`src/rtl/sd_card_cmd_responder_if.sv`:
```
// -----------------------------------------------------------------------------
// sd_card_cmd_responder_if
// Command/response handshake bundle between the card PHY and the SD card
// command responder. Both directions use a four-phase strobe/ack handshake.
//
// Signals:
//   iStrobe_in   PHY -> responder  command valid
//   iCmd_in      PHY -> responder  38-bit command word ([37:32] index, [31:0] arg)
//   oAck_out     responder -> PHY  command accepted
//   oCmd_out     responder -> PHY  38-bit response word
//   oStrobe_out  responder -> PHY  response valid
//   iAck_in      PHY -> responder  response accepted
//
// Modports: master = PHY side, slave = responder side.
// -----------------------------------------------------------------------------
interface sd_card_cmd_responder_if;
  logic        iStrobe_in;
  logic [37:0] iCmd_in;
  logic        oAck_out;
  logic [37:0] oCmd_out;
  logic        oStrobe_out;
  logic        iAck_in;

  modport master (
    output iStrobe_in, iCmd_in, iAck_in,
    input  oAck_out, oCmd_out, oStrobe_out
  );

  modport slave (
    input  iStrobe_in, iCmd_in, iAck_in,
    output oAck_out, oCmd_out, oStrobe_out
  );
endinterface

```
`src/rtl/sd_card_cmd_responder.sv`:
```
// -----------------------------------------------------------------------------
// sd_card_cmd_responder
// Card-side end of the SD command path. Accepts a command word from the PHY,
// decodes index and argument, waits NCR (RESP_DELAY) cycles and returns a
// response word over the same four-phase handshake. Every host ack edge is
// supervised by an ACK_TIMEOUT-cycle watchdog.
//
// Ports:
//   iClock_host           clock, rising edge
//   iReset                asynchronous active-high reset
//   cmdBus                handshake bundle (slave modport)
//   oIdle_out             high only while idle
//   oCommand_complete     one-cycle pulse at normal transaction end
//   oCommand_index_error  held high while the last accepted index was illegal
//   oTimeout_error        one-cycle pulse when an ack edge never arrives
//   oResp_crc7            CRC7 of {2'b00, oCmd_out} (only with the macro below)
//
// Optional feature: define SD_CARD_RESP_CRC7_EN to add oResp_crc7.
//
// Response word: {index, arg[15:0], count[7:0], 7'b0, illegal}. The count is
// the number of legal responded commands (post-increment, wraps at 8 bits);
// GO_IDLE (index 0) gets no response and clears it.
// -----------------------------------------------------------------------------
module sd_card_cmd_responder #(
  parameter int unsigned RESP_DELAY  = 4,
  parameter int unsigned ACK_TIMEOUT = 64,
  parameter int unsigned MAX_INDEX   = 55
) (
  input  logic                   iClock_host,
  input  logic                   iReset,
  sd_card_cmd_responder_if.slave cmdBus,
  output logic                   oIdle_out,
  output logic                   oCommand_complete,
  output logic                   oCommand_index_error,
  output logic                   oTimeout_error
`ifdef SD_CARD_RESP_CRC7_EN
  ,
  output logic [6:0]             oResp_crc7
`endif
);

  localparam logic [7:0]  DELAY_LAST = 8'(RESP_DELAY - 1);
  localparam logic [15:0] TIMER_LAST = 16'(ACK_TIMEOUT - 1);
  localparam logic [5:0]  MAX_IDX    = 6'(MAX_INDEX);

  typedef enum logic [2:0] {
    IDLE,
    CMD_ACK,
    WAIT_NCR,
    RESP_STB,
    RESP_REL
  } stateT;

  stateT       state;
  logic [5:0]  cmdIndex;
  logic [15:0] cmdArgLow;
  logic [7:0]  respCount;
  logic [7:0]  delayCount;
  logic [15:0] ackTimer;

  logic [7:0]  respCountNext;
  logic [37:0] respWord;
  logic        timerDone;

`ifdef SD_CARD_RESP_CRC7_EN
  // MSB-first CRC7, poly x^7+x^3+1, init 0.
  function automatic logic [6:0] crc7Frame(input logic [39:0] frame);
    logic [6:0] crc;
    logic       feedback;
    // NOTE: blocking assignments inside a function model a chain of gates
    // evaluated in order; no state is created.
    crc = '0;
    for (int i = 39; i >= 0; i--) begin
      feedback = frame[i] ^ crc[6];
      crc      = {crc[5:0], 1'b0};
      if (feedback) crc = crc ^ 7'h09;
    end
    return crc;
  endfunction
`endif

  // Response assembly. The illegal flag is the held index-error output, which
  // is rewritten only when a new command is accepted.
  always_comb begin
    // NOTE: every always_comb output gets a value on every path, so no latch
    // can be inferred.
    respCountNext = oCommand_index_error ? respCount : respCount + 8'd1;
    respWord      = {cmdIndex, cmdArgLow, respCountNext, 7'd0, oCommand_index_error};
  end

  assign timerDone = (ackTimer == TIMER_LAST);

  // NOTE: all state uses non-blocking assignments so every register samples
  // pre-edge values regardless of statement order.
  always_ff @(posedge iClock_host or posedge iReset) begin
    if (iReset) begin
      state                <= IDLE;
      cmdBus.oAck_out      <= 1'b0;
      cmdBus.oStrobe_out   <= 1'b0;
      cmdBus.oCmd_out      <= '0;
      oIdle_out            <= 1'b1;
      oCommand_complete    <= 1'b0;
      oCommand_index_error <= 1'b0;
      oTimeout_error       <= 1'b0;
      cmdIndex             <= '0;
      cmdArgLow            <= '0;
      respCount            <= '0;
      delayCount           <= '0;
      ackTimer             <= '0;
`ifdef SD_CARD_RESP_CRC7_EN
      oResp_crc7           <= '0;
`endif
    end else begin
      oCommand_complete <= 1'b0;
      oTimeout_error    <= 1'b0;

      case (state)
        IDLE: begin
          if (cmdBus.iStrobe_in) begin
            cmdIndex             <= cmdBus.iCmd_in[37:32];
            cmdArgLow            <= cmdBus.iCmd_in[15:0];
            oCommand_index_error <= (cmdBus.iCmd_in[37:32] > MAX_IDX);
            cmdBus.oAck_out      <= 1'b1;
            oIdle_out            <= 1'b0;
            ackTimer             <= '0;
            state                <= CMD_ACK;
          end
        end

        CMD_ACK: begin
          if (!cmdBus.iStrobe_in) begin
            cmdBus.oAck_out <= 1'b0;
            if (cmdIndex == 6'd0) begin
              // GO_IDLE: no response, counter restarts.
              respCount         <= '0;
              oCommand_complete <= 1'b1;
              oIdle_out         <= 1'b1;
              state             <= IDLE;
            end else begin
              delayCount <= '0;
              state      <= WAIT_NCR;
            end
          end else if (timerDone) begin
            cmdBus.oAck_out <= 1'b0;
            oTimeout_error  <= 1'b1;
            oIdle_out       <= 1'b1;
            state           <= IDLE;
          end else begin
            ackTimer <= ackTimer + 16'd1;
          end
        end

        WAIT_NCR: begin
          if (delayCount == DELAY_LAST) begin
            cmdBus.oCmd_out    <= respWord;
            respCount          <= respCountNext;
            cmdBus.oStrobe_out <= 1'b1;
            ackTimer           <= '0;
            state              <= RESP_STB;
`ifdef SD_CARD_RESP_CRC7_EN
            oResp_crc7         <= crc7Frame({2'b00, respWord});
`endif
          end else begin
            delayCount <= delayCount + 8'd1;
          end
        end

        RESP_STB: begin
          if (cmdBus.iAck_in) begin
            cmdBus.oStrobe_out <= 1'b0;
            ackTimer           <= '0;
            state              <= RESP_REL;
          end else if (timerDone) begin
            cmdBus.oStrobe_out <= 1'b0;
            oTimeout_error     <= 1'b1;
            oIdle_out          <= 1'b1;
            state              <= IDLE;
          end else begin
            ackTimer <= ackTimer + 16'd1;
          end
        end

        RESP_REL: begin
          if (!cmdBus.iAck_in) begin
            oCommand_complete <= 1'b1;
            oIdle_out         <= 1'b1;
            state             <= IDLE;
          end else if (timerDone) begin
            oTimeout_error <= 1'b1;
            oIdle_out      <= 1'b1;
            state          <= IDLE;
          end else begin
            ackTimer <= ackTimer + 16'd1;
          end
        end

        default: begin
          cmdBus.oAck_out    <= 1'b0;
          cmdBus.oStrobe_out <= 1'b0;
          oIdle_out          <= 1'b1;
          state              <= IDLE;
        end
      endcase
    end
  end

endmodule

```
`src/flat_wrapper.sv`:
```
// flat-port wrapper written by rule: the top's interface ports become plain ports
module sd_card_cmd_responder_flat 
#(
  parameter int unsigned RESP_DELAY  = 4,
  parameter int unsigned ACK_TIMEOUT = 64,
  parameter int unsigned MAX_INDEX   = 55
)
  (iClock_host, iReset, oIdle_out, oCommand_complete, oCommand_index_error, oTimeout_error, cmdBus_iStrobe_in, cmdBus_iCmd_in, cmdBus_iAck_in, cmdBus_oAck_out, cmdBus_oCmd_out, cmdBus_oStrobe_out);
  sd_card_cmd_responder_if cmdBus_i ();
  input  logic iClock_host;
  input  logic iReset;
  output logic oIdle_out;
  output logic oCommand_complete;
  output logic oCommand_index_error;
  output logic oTimeout_error;
  input wire logic [$bits(cmdBus_i.iStrobe_in)-1:0] cmdBus_iStrobe_in;
  input wire logic [$bits(cmdBus_i.iCmd_in)-1:0] cmdBus_iCmd_in;
  input wire logic [$bits(cmdBus_i.iAck_in)-1:0] cmdBus_iAck_in;
  output wire logic [$bits(cmdBus_i.oAck_out)-1:0] cmdBus_oAck_out;
  output wire logic [$bits(cmdBus_i.oCmd_out)-1:0] cmdBus_oCmd_out;
  output wire logic [$bits(cmdBus_i.oStrobe_out)-1:0] cmdBus_oStrobe_out;
  assign cmdBus_i.iStrobe_in = cmdBus_iStrobe_in;
  assign cmdBus_i.iCmd_in = cmdBus_iCmd_in;
  assign cmdBus_i.iAck_in = cmdBus_iAck_in;
  assign cmdBus_oAck_out = cmdBus_i.oAck_out;
  assign cmdBus_oCmd_out = cmdBus_i.oCmd_out;
  assign cmdBus_oStrobe_out = cmdBus_i.oStrobe_out;
  sd_card_cmd_responder #(.RESP_DELAY(RESP_DELAY), .ACK_TIMEOUT(ACK_TIMEOUT), .MAX_INDEX(MAX_INDEX)) u_core (.iClock_host(iClock_host), .iReset(iReset), .cmdBus(cmdBus_i), .oIdle_out(oIdle_out), .oCommand_complete(oCommand_complete), .oCommand_index_error(oCommand_index_error), .oTimeout_error(oTimeout_error));
endmodule
```
`config.mk`:
```
export PLATFORM = sky130hd
export DESIGN_NAME = sd_card_cmd_responder_flat
export DESIGN_NICKNAME = d
export VERILOG_FILES = /design/src/rtl/sd_card_cmd_responder_if.sv /design/src/rtl/sd_card_cmd_responder.sv /design/src/flat_wrapper.sv
export SDC_FILE = /design/constraint.sdc
export NUM_CORES = 1
export LEC_CHECK = 0
export CORE_MARGIN = 2
export CORE_UTILIZATION = 50
export CTS_BUF_LIST = sky130_fd_sc_hd__clkbuf_4
export CTS_CLUSTER_SIZE = 28
export DETAILED_ROUTE_END_ITERATION = 16
export MAX_ROUTING_LAYER = met4
export PLACE_DENSITY = 0.9
export RECOVER_POWER = 50
export SYNTH_ARGS = -nofsm -noshare
export SYNTH_HDL_FRONTEND = slang
export SYNTH_SLANG_ARGS = --single-unit
```
`constraint.sdc`:
```
create_clock -name iClock_host -period 3.66 [get_ports iClock_host]
set_clock_uncertainty 0.1 [all_clocks]
set_input_delay 0.732 -clock iClock_host [delete_from_list [all_inputs] [get_ports iClock_host]]
set_output_delay 0.732 -clock iClock_host [all_outputs]
set_load 0.005 [all_outputs]
```
==> results of run 1 <==
[power by group through the flow]
stage / logic (mW) / clock network [mW] / registers, mW
floorplan: 0.913 / 0 / 1.55
global placement: 1.20 / 0 / 1.62
detailed placement: 1.25 / 0 / 1.65
CTS: 1.26 / 0.577 / 1.63
global route: 1.34 / 0.621 / 1.67
finish: 1.22 / 0.557 / 1.62
[per-stage QoR]
step                power [mW]  cell area, um^2  utilization  setup WS (ns)  hold WS (ns)
finish                    3.40             5170        0.599           1.04         0.398
detailed placement        2.90             5060        0.586          0.875         0.370
global route              3.64             5170        0.599          0.924         0.437
floorplan                 2.46             4430            -          0.381         0.346
CTS                       3.46             5200        0.602           1.28         0.402
global placement          2.82             5060        0.586          0.882         0.357
[cell usage in the layout (no fill, tap or decap), types with 4 or more instances in the layout]
| master | count |
|---|---|
| dfrtp_1 | 93 |
| clkdlybuf4s50_1 | 56 |
| nand2_1 | 28 |
| nor2_1 | 26 |
| o21ai_0 | 26 |
| mux2_2 | 25 |
| mux2_4 | 20 |
| a21o_1 | 13 |
| nand4_1 | 11 |
| a21oi_1 | 11 |
| nand3_1 | 9 |
| clkbuf_4 | 9 |
| xor2_1 | 8 |
| o31ai_1 | 8 |
| inv_1 | 7 |
| conb_1 | 7 |
| nor2b_1 | 6 |
| a31oi_1 | 6 |
| o21ai_1 | 6 |
| dlygate4sd3_1 | 6 |
| nor3_1 | 5 |
| xnor2_1 | 4 |
| a41oi_1 | 4 |
[sequential cells by signal, indices dropped and copies added, names as in the netlist]
signal,flops
u_core.ackTimer,16
u_core.cmdArgLow,16
u_core.cmdBus.oAck_out,1
u_core.cmdBus.oCmd_out,31
u_core.cmdBus.oStrobe_out,1
u_core.cmdIndex,6
u_core.delayCount,8
u_core.oCommand_complete,1
u_core.oCommand_index_error,1
u_core.oIdle_out,1
u_core.oTimeout_error,1
u_core.respCount,8
u_core.state,3
[area by class of cell]
cell class	count	area (um^2)
Sequential cell	94	2350
Timing Repair Buffer	64	648
Inverter	8	31.3
Tap cell	108	135
Clock inverter	7	75.1
Multi-Input combinational cell	258	1860
Clock buffer	9	67.6
Fill cell	706	3460
[cells by family after synthesis]
logic type               Yosys count  share of synthesized area
AND/OR/NAND/NOR                  104                      0.127
flip-flops                        94                      0.534
AO/OA/AOI/OAI                     86                      0.129
multiplexers                      46                      0.134
buffers and inverters             31                     0.0423
XOR/XNOR                          12                     0.0238
adder cells (fa/ha/maj)            3                    0.00852
other                              1                   0.000851
[worst paths after layout]
check	slack (ns)	endpoint	depth (start not counted)
max in group asynchronous	1.55	u_core.oIdle_out	3
max reg2reg	1.32	u_core.ackTimer[8]	5
max	1.04	u_core.cmdArgLow[11]	5
min in group asynchronous	0.95	u_core.oCommand_index_error	2
min	0.40	u_core.cmdBus.oCmd_out[14]	1
min reg2reg	0.40	u_core.cmdBus.oCmd_out[14]	1
[Yosys cell counts (all sizes together) (2+ instances only)]
cell	count
dfrtp	93
mux2	45
a31oi	6
nor2	26
xnor2	4
ha	3
nor4	4
o31ai	8
o21ai	32
buf	19
and3	2
a21oi	12
nand2	29
clkbuf	4
nand4	11
a41oi	4
nor2b	6
nand3	9
a21o	14
nor3b	3
and2	2
inv	8
nor3	7
a211oi	2
xor2	8
[worst reg2reg max path, delay by kind of cell (launching register included)]
kind,cells,cell delay [ns]
simple gates,2,0.54
flops,1,0.68
compound gates,3,0.95
[routing by layer]
metal  wire length (um)  global-route usage  vias up  part of all wire
li1                   -                   -     1452                 -
met1               3770               0.255     1530              0.44
met2               4310               0.307       88              0.50
met3                377              0.0358        8             0.044
met4                 78              0.0491        0            0.0091
met5                  0                   -        -                 0
==> run metrics, run 1 <==
Syn Area/Cell=11.7 um^2; dpl cells=532; CTS clk-pin slew, worst paths=roughly 0.16 ns; first-pass GRT wire length=between 10,000 and 15,000 um; Slew headroom=0.00809; Worst path max stage delay=0.64 ns; CTS sink cnt=94; unrepaired setup endpoints after global routing=false; global route overflow=0; Max Clk Rate=about 0.38 GHz; DR DRC count=0; YS warnings=0; num ports=86; Mapped Cells=~380; clk_lat worst skew=around 0.45 ns; internal power=2.21 mW; Max stage delay cell, worst path=dlygate4sd3_1; Hold-fix buffers, CTS=0; Routed WL=around 8500 um; initial drt markers=between 150 and 200; initial antenna violation count=0; register area share after synthesis=0.534; die extent in y=just under 100 um; Synth async-reset ratio=1.00; port bufs=62; worst-path fanout max=22; CP Launch Point=cmdBus_iStrobe_in; Tmin final=about 2.6 ns; number of H-tree levels=3; element type at the critical path start=input pin; endpoints failing setup=0; failing checks=capacitance limit; CP Class=in2reg; top post-synthesis cells by area=dfrtp_1 53%, mux2_4 6.8%, mux2_2 6.4%; Routed Antenna Nets=0; HP Class=reg2reg; layout cell share with drive strength beyond 1=0.168; hold path start=u_core.cmdBus.oCmd_out[14]; PD cells=about 660 nW/um^2; die width=97.9 um; Antenna Cells=0; VDD IR max=between 300 and 400 uV; clock share of power=0.164; num rows=34; Clock Path Buffers=2; status=finished, violations left; CTS buffer count=9; WP data arrival=2.87 ns; initial core utilization=0.510; final hold viol count=0; DR WL/cell=~16 um; Area Overhead vs Synth=17.3%; Period Utilization, post-route=0.715; root buffer cell=clkbuf_4; Synth Flop Type=dfrtp_1; GPL Wtd Cong=approximately 0.84; Seq pwr share=0.478; vias=3,078; DIE AREA=approximately 9600 um^2; Finished Layout Cells=548; synthesized flop and latch total=between 90 and 100; Core ar.=between 8000 and 9000 um^2; Final Net Count=between 400 and 500; Resize count post-CTS=0; post-synth top area share=0.528; Post-synth EDFFs=0; Critical R2R Launch=u_core.state[1]; switching share of power=0.350; Via density=around 5.6; Crit path max-delay family=buffers and inverters; Pleak=2.36 nW; CTS tree=built; DP HPWL=5950 um; Pre-Repair DR Iteration Count=4; Fin Setup TNS=0 ns; largest area contributor in the netlist=dfrtp_1; largest net degree at the start of global routing=between 60 and 70; Cell variety after synth=54; Slew Limit Fails=0; Slew @ Worst Pin=1.48 ns; Net Sw Power=approximately 1.2 mW; vias in the first global route=about 3,100; maxcap violations=1; Required @ worst endpoint=between 3 and 4 ns; Critical Path Sink Type=flip-flop; Setup Fix Bufs, Post-CTS=0; GRT Util Overall=0.192; Gate power share=0.359; critical path cell sequence=dlygate4sd3_1, nor2b_1, nor3b_1, buf_4, mux2_2; cell area after synthesis=around 4400 um^2; worst path bufs/invs=2
Power figures use the tool's default switching activity.
==> inputs of run 2 (changes only) <==
--- a/config.mk
+++ b/config.mk
@@ -6,7 +6,7 @@
 export NUM_CORES = 1
 export LEC_CHECK = 0
 export CORE_MARGIN = 2
-export CORE_UTILIZATION = 50
+export CORE_UTILIZATION = 48
 export CTS_BUF_LIST = sky130_fd_sc_hd__clkbuf_4
 export CTS_CLUSTER_SIZE = 28
 export DETAILED_ROUTE_END_ITERATION = 16
==> constraint.sdc (replaced) <==
create_clock -name iClock_host -period 2.3 [get_ports iClock_host]
set_clock_uncertainty 0.1 [all_clocks]
set_input_delay 0.46 -clock iClock_host [delete_from_list [all_inputs] [get_ports iClock_host]]
set_output_delay 0.46 -clock iClock_host [all_outputs]
set_load 0.005 [all_outputs]
==> run metrics, run 2 (synthesis gave the netlist of run 1 again) <==
Slew @ Worst Pin=0.931 ns (was 1.48 ns); maxcap violations=0 (was 1); register name with the most flops=u_core.cmdBus.oCmd_out (unchanged); Setup Fix Bufs, Post-CTS=0 (unchanged); Antenna Cells=0 (unchanged); Required @ worst endpoint=1.74 ns (was 3.91 ns); Max Clk Rate=0.486 GHz; initial drt markers=157 (was 158); DP HPWL=6350 um (was 5950 um); worst path bufs/invs=1 (was 2); most frequent cells in the layout=93 x dfrtp_1, 61 x clkdlybuf4s50_1, 28 x nand2_1 (was 93 x dfrtp_1, 56 x clkdlybuf4s50_1, 28 x nand2_1); element type at the critical path start=flip-flop (was input pin); layout cell share with drive strength beyond 1=0.194 (was 0.168); R2R Path End=u_core.cmdBus.oCmd_out[32] (was u_core.ackTimer[8]); WP data arrival=1.50 ns (was 2.87 ns); max FFs per register=31 (unchanged); DIE AREA=9960 um^2 (was 9580 um^2); CTS sink cnt=94 (unchanged); largest net degree at the start of global routing=47 (was 63); Routed Antenna Nets=0 (unchanged); Tmin final=roughly 2.1 ns; Crit path max-delay family=flip-flops (was buffers and inverters); Area Overhead vs Synth=20.0% (was 17.3%); Core ar.=8810 um^2 (was 8640 um^2); Hold Slack=0.384 ns (was 0.398 ns); FILL cells=692 (was 706); Pleak=2.41 nW (was 2.36 nW); Clock Path Buffers=2 (unchanged); critical path cell sequence=clkdlybuf4s50_1 (was dlygate4sd3_1, nor2b_1, nor3b_1, buf_4, mux2_2); CTS clk-pin slew, worst paths=0.15 ns (was 0.16 ns); PD cells=1050 nW/um^2 (was 657 nW/um^2); Pre-Repair DR Iteration Count=5 (was 4); most common cell after layout, fill and taps aside=dfrtp_1 (unchanged); status=completed (was finished, violations left); first-pass GRT wire length=15,100 um (was 14,700 um); multi-input logic area=1880 um^2 (was 1860 um^2); Period Utilization, post-route=0.895; HP Class=in2async (was reg2reg); DR DRC count=0 (unchanged); initial antenna violation count=0 (unchanged); Resize count post-CTS=0 (unchanged); unrepaired setup endpoints after global routing=false (unchanged); CP Class=reg2out (was in2reg); port bufs=62 (unchanged); final hold viol count=0 (unchanged); vias=3,180 (was 3,078); die extent in y=99.8 um (was 97.9 um); Largest regs=u_core.cmdBus.oCmd_out: 31 flops, u_core.ackTimer: 16 flops, u_core.cmdArgLow: 16 flops (unchanged); dpl cells=545 (was 532); initial core utilization=0.500 (was 0.510); Hold-fix buffers, CTS=0 (unchanged); Critical R2R Launch=u_core.delayCount[3] (was u_core.state[1]); Max stage delay cell, worst path=dfstp_2 (was dlygate4sd3_1); register area=2350 um^2 (unchanged); num rows=34 (unchanged); number of H-tree levels=3 (unchanged); VDD IR max=510 uV (was 385 uV); Slew Limit Fails=0 (unchanged); Reg2Reg Setup Slack=0.27 ns (was 1.32 ns); CTS tree=built (unchanged); global route overflow=0 (unchanged); Finished Layout Cells=561 (was 548); worst-path fanout max=3 (was 22); Routed WL=8870 um (was 8540 um); Critical Path Sink Type=primary output (was flip-flop); CTS buffer count=9 (unchanged); Via density=5.67 (was 5.62); GRT Util Overall=0.193 (was 0.192); Slew headroom=0.380 (was 0.00809); endpoints failing setup=0 (unchanged); DR WL/cell=15.8 um (was 15.6 um); FF-to-FF path depth=5 (unchanged); Final Net Count=493 (was 480); Fin Setup TNS=0 ns (unchanged); clk_lat worst skew=0.44 ns (was 0.45 ns); vias in the first global route=3,193 (was 3,076); Worst path max stage delay=0.58 ns (was 0.64 ns); GPL Wtd Cong=0.930 (was 0.837); die width=99.8 um (was 97.9 um); num ports=86 (unchanged); root buffer cell=clkbuf_4 (unchanged)
## run 2: cell type report
cell class / instances / area share
clock inverter: 6 / 0.00993
timing repair buffer: 77 / 0.145
clock buffer: 10 / 0.0142
multi-input combinational: 258 / 0.355
tap: 108 / 0.0255
inverter: 8 / 0.00591
sequential: 94 / 0.445
## run 2: power by group
part,internal [mW],total (mW),switching (mW)
clock network,0.252,0.840,0.588
logic,1.24,2.18,0.938
registers,2.15,2.53,0.382
total,3.64,5.55,1.91
## run 2: routing by layer
| layer | share of wire | wire, um | vias to the layer above | GRT usage |
|---|---|---|---|---|
| met5 | 0 | 0 | - | - |
| met4 | 0.013 | 116 | 0 | 0.0569 |
| met3 | 0.038 | 338 | 10 | 0.0299 |
| met2 | 0.50 | 4470 | 78 | 0.314 |
| met1 | 0.44 | 3940 | 1601 | 0.252 |
| li1 | - | - | 1491 | - |
## run 2: worst max path at each step
stage	from	to	slack (ns)	cells past startpoint
after floorplan	u_core.delayCount[3]	u_core.cmdBus.oCmd_out[16]	0.53	5
after global placement	cmdBus_iStrobe_in	u_core.cmdArgLow[4]	0.16	5
after detailed placement	cmdBus_iStrobe_in	u_core.cmdIndex[4]	0.1	5
after CTS	u_core.oIdle_out	oIdle_out	0.22	1
after global routing	iReset	u_core.cmdIndex[5]	0.17	3
final	u_core.oIdle_out	oIdle_out	0.24	1
## run 2: stage by stage
step                      area, um^2   util  setup WS [ns]  total power, mW
after floorplan                 4430      -          0.525             3.92
after global placement          5190  0.590          0.155             4.63
after detailed placement        5190  0.590         0.0999             4.78
after CTS                       5320  0.604          0.217             5.62
after global routing            5290  0.601          0.174             5.93
final                           5290  0.601          0.242             5.55
